<file path="config.mk">
export PLATFORM = sky130hd
export DESIGN_NAME = upc_stack
export DESIGN_NICKNAME = d
export VERILOG_FILES = /design/src/rtl/upc_stack.sv
export SDC_FILE = /design/constraint.sdc
export NUM_CORES = 1
export LEC_CHECK = 0
export CAP_MARGIN = 20
export CORE_MARGIN = 1.5
export CORE_UTILIZATION = 58
export DETAILED_ROUTE_END_ITERATION = 10
export PLACE_DENSITY = 0.79
export RECOVER_POWER = 25
export SYNTH_ARGS = -nofsm -noshare
export SYNTH_HDL_FRONTEND = slang
export SYNTH_SLANG_ARGS = --single-unit
export TNS_END_PERCENT = 1
</file>
<file path="constraint.sdc">
create_clock -name clk -period 4.45 [get_ports clk]
set_clock_uncertainty 0.15 [all_clocks]
set_input_delay 0.89 -clock clk [delete_from_list [all_inputs] [get_ports clk]]
set_output_delay 0.89 -clock clk [all_outputs]
set_load 0.01 [all_outputs]
</file>
<file path="src/rtl/upc_stack.sv">
// upc_stack: Am2910-style LIFO microprogram stack (F next-address source).
// Optional sticky overflow/underflow flag on err when UPC_STACK_ERR_EN is defined.
module upc_stack #(
    parameter int WIDTH = 12,
    parameter int DEPTH = 5,
    parameter int PTR_W = 3
) (
    input  logic             clk,
    input  logic             rst_n,
    input  logic             clear,
    input  logic             push,
    input  logic             pop,
    input  logic [WIDTH-1:0] push_data,
    output logic [WIDTH-1:0] top,
    output logic [PTR_W-1:0] sp,
`ifdef UPC_STACK_ERR_EN
    output logic             err,
`endif
    output logic             empty,
    output logic             full_n
);

    localparam logic [PTR_W-1:0] SP_MAX = PTR_W'(DEPTH);
    localparam logic [PTR_W-1:0] SP_ONE = PTR_W'(1);

    logic [WIDTH-1:0] mem_q [DEPTH];
    logic [PTR_W-1:0] sp_q, sp_d;
    logic             wr_en;
    logic [PTR_W-1:0] wr_idx;
    logic             is_empty, is_full;

    assign is_empty = (sp_q == '0);
    assign is_full  = (sp_q == SP_MAX);

    always_comb begin
        sp_d   = sp_q;
        wr_en  = 1'b0;
        wr_idx = sp_q;
        if (clear) begin
            sp_d = '0;
        end else if (push && pop && !is_empty) begin
            // Replace top in place; pointer unchanged
            wr_en  = 1'b1;
            wr_idx = sp_q - SP_ONE;
        end else if (push) begin
            wr_en = 1'b1;
            if (is_full) begin
                wr_idx = SP_MAX - SP_ONE;
            end else begin
                wr_idx = sp_q;
                sp_d   = sp_q + SP_ONE;
            end
        end else if (pop) begin
            if (!is_empty) begin
                sp_d = sp_q - SP_ONE;
            end
        end
    end

    always_ff @(posedge clk or negedge rst_n) begin
        if (!rst_n) begin
            sp_q <= '0;
            for (int i = 0; i < DEPTH; i++) begin
                mem_q[i] <= '0;
            end
        end else begin
            sp_q <= sp_d;
            if (wr_en) begin
                mem_q[wr_idx] <= push_data;
            end
        end
    end

    assign top    = is_empty ? '0 : mem_q[sp_q - SP_ONE];
    assign sp     = sp_q;
    assign empty  = is_empty;
    assign full_n = ~is_full;

`ifdef UPC_STACK_ERR_EN
    logic err_q, err_d;
    logic ovf, unf;

    assign ovf = push & ~pop & is_full;
    assign unf = pop & ~push & is_empty;

    always_comb begin
        err_d = err_q;
        if (clear) begin
            err_d = 1'b0;
        end else if (ovf || unf) begin
            err_d = 1'b1;
        end
    end

    always_ff @(posedge clk or negedge rst_n) begin
        if (!rst_n) begin
            err_q <= 1'b0;
        end else begin
            err_q <= err_d;
        end
    end

    assign err = err_q;
`endif

endmodule

</file>
==> out/qor.yml, run 1 <==
outcome:
  outcome: "finished with violations"
  violations: "max-capacitance violations, max-slew violations"
floorplan:
  core-area_mm2: 0.00520
  io_pins: 34
  die_area_mm2: 0.00598
  fp-row-count: 26
  die_x_um: 77.3
  initial_core_util: 0.616
  die_y_um: 77.3
critical_path:
  rr_startpoint: "sp[1]"
  r2r_end: "mem_q[5]"
  setup.worst_path.start_class: "flop"
  crit_type: "reg -> out"
  crit_path_end: "top[10]"
  crit_fanout: 13
  worstPathRequired_ns: 3.41
  critPathArrivalTime_ns: 2.90
  rrSetupSlack_ns: 1.26
  critPathLaunch: "sp[1]"
  endpoint_kind: "output pin"
  ff2ff_path_depth: 8
synthesis:
  yosys_most_used_dff: "dfrtp_1"
  syn_inst: 237
  synth_nets: 258
  synth-edff-count: 0
  synth_top_area_frac: 0.492
  syn_area_mm2: 0.00320
  synthTopCellsByArea: "dfrtp_1, mux2_1, mux4_2, mux2_4, a22oi_1"
  yosys.area.top_type: "dfrtp_1"
  async_flop_share: 1.00
  postSynthAreaPerCell_um2: 13.5
  synth.ff_latch_count: 63
  yosysWarnings: 0
  seq_area_frac_synth: 0.492
  yosysUniqueCellTypes: 40
timing:
  rsz0062_at_grt: "no"
  worst_pin_slew_ns: 1.90
  fmax_ghz: 0.254
  slew_violations: 65
  tns_ns: 0
  slew_headroom: -0.264
  hold_viol_final: 0
  layout_min_cycle_time_ns: 3.94
  setup_violations: 0
  post-route-period-util: 0.885
clocking:
  cts_max_path_buffers: 2
  clk_pin_slew_ns: 0.07
  cts_setup_buffers: 0
  cts_tree: "yes"
  htreeDepth: 3
  insertion_delay_ns: 0.34
  clock-sinks: 63
  ctsHoldBuffers: 0
  root_buffer: "clkbuf_8"
  cts-buffers-inserted: 9
  cts.repair.resized: 0
pwr:
  p_leak_uw: 0.00160
  power.density_mw_per_mm2: 598
  ir_drop_mv: 0.409
global_route:
  antenna_found_initial: 0
  grt_usage: 0.254
  grt_pass1_vias: 2133
  grt_first_pass_wirelength_um: 11200
  overflow: 0
  grt_max_degree: 37
min_path:
  hold_path_class: "reg -> reg"
  hp-start: "mem_q[49]"
placement:
  gp_congestion: 0.893
  place_area_mm2: 0.00356
  port_buffers: 33
  dpl.hpwl_um: 4380
drt:
  ant_nets: 0
  wl_per_cell_um: 19.6
  dr.pass1.iters: 5
  drt_iter0_markers: 194
  vias: 2105
  vias_per_cell: 6.08
  wl_um: 6770
  drcViolationCount: 0
finish:
  final_nets: 292
  insertedDiodeCount: 0
  fin_area_mm2: 0.00375
  area_growth_pct: 16.9
  final_common_cell: "dfrtp_1"
  layout-drive-gt1-share: 0.214
  final_cell_mix: "dfrtp_1, mux2_1, clkdlybuf4s50_1"
job:
  cap_violations: 2
## layer usage
| metal | track usage | vias up | wire [um] |
|---|---|---|---|
| li1 | - | 943 | - |
| met4 | 0.115 | 0 | 120 |
| met5 | 0 | - | 0 |
| met3 | 0.0588 | 13 | 292 |
| met1 | 0.377 | 1080 | 3100 |
| met2 | 0.356 | 69 | 3260 |
## registers in the layout, indices dropped and copies added, names as in the netlist
name	cells
sp	3
mem_q	60
## critical path, cell delays in order (launching register included)
cell and delay (ns):
dfrtp_1 0.43, inv_1 0.15, ha_1 0.65, buf_4 0.27
mux4_2 0.32, a22oi_1 0.16, nor2_1 0.06, clkdlybuf4s50_1 0.50
## synth_stat cells, types with 5 or more instances
master	number
buf_2	6
a22oi_1	12
mux4_2	12
nand2_1	7
mux2_2	8
nor2_1	18
o21ai_0	5
dfrtp_1	63
mux2_1	42
mux2_4	10
## power by group
part	internal (uW)	switching [uW]	total, uW	leakage [uW]
Combinational	461	342	804	0.000723
Sequential	833	141	973	0.000783
Clock	248	215	463	0.0000967
Total	1540	698	2240	0.00160
## per-stage QoR
step                      total power [uW]  hold slack (ns)  setup slack (ns)  cells  utilization
final                                 2240            0.338             0.514    346        0.720
after global routing                  2380            0.363             0.248    346        0.720
after CTS                             2260            0.339             0.511    346        0.721
after detailed placement              1780            0.323             0.831    330        0.685
after global placement                1750            0.315             0.807    330        0.685
after floorplan                       1520            0.302              1.49    237            -
## area by class of cell
class | count | area, um2
Clock buffer | 14 | 173
Clock inverter | 2 | 13.8
Fill cell | 369 | 1460
Inverter | 5 | 18.8
Multi-Input combinational cell | 152 | 1500
Sequential cell | 63 | 1580
Tap cell | 70 | 87.6
Timing Repair Buffer | 40 | 373
## logic make-up (layout without fill, tap and decap cells)
| kind of cell | after synthesis | in the layout | share of synthesized area |
|---|---|---|---|
| XOR/XNOR | 2 | 2 | 0.00547 |
| flip-flops | 63 | 63 | 0.492 |
| multiplexers | 72 | 72 | 0.307 |
| adder cells (fa/ha/maj) | 4 | 4 | 0.0156 |
| buffers and inverters | 22 | 61 | 0.0387 |
| AO/OA/AOI/OAI | 31 | 31 | 0.0718 |
| AND/OR/NAND/NOR | 43 | 43 | 0.0695 |
## worst min path at each step
stage	endpoint	cells after the start
6_report	mem_q[49]	1
5_1_grt	mem_q[38]	1
4_1_cts	mem_q[38]	1
3_5_place_dp	mem_q[38]	1
3_3_place_gp	mem_q[37]	1
2_1_floorplan	mem_q[37]	1
(Power assumes the default switching activity.)
==> run 2: changes to the inputs <==
--- a/config.mk
+++ b/config.mk
@@ -11,6 +11,7 @@
 export DETAILED_ROUTE_END_ITERATION = 10
 export PLACE_DENSITY = 0.79
 export RECOVER_POWER = 25
+export SKIP_LAST_GASP = 1
 export SYNTH_ARGS = -nofsm -noshare
 export SYNTH_HDL_FRONTEND = slang
 export SYNTH_SLANG_ARGS = --single-unit
==> results of run 2 <==
Same layout as run 1: the final DEF is identical, and so are final timing and power.
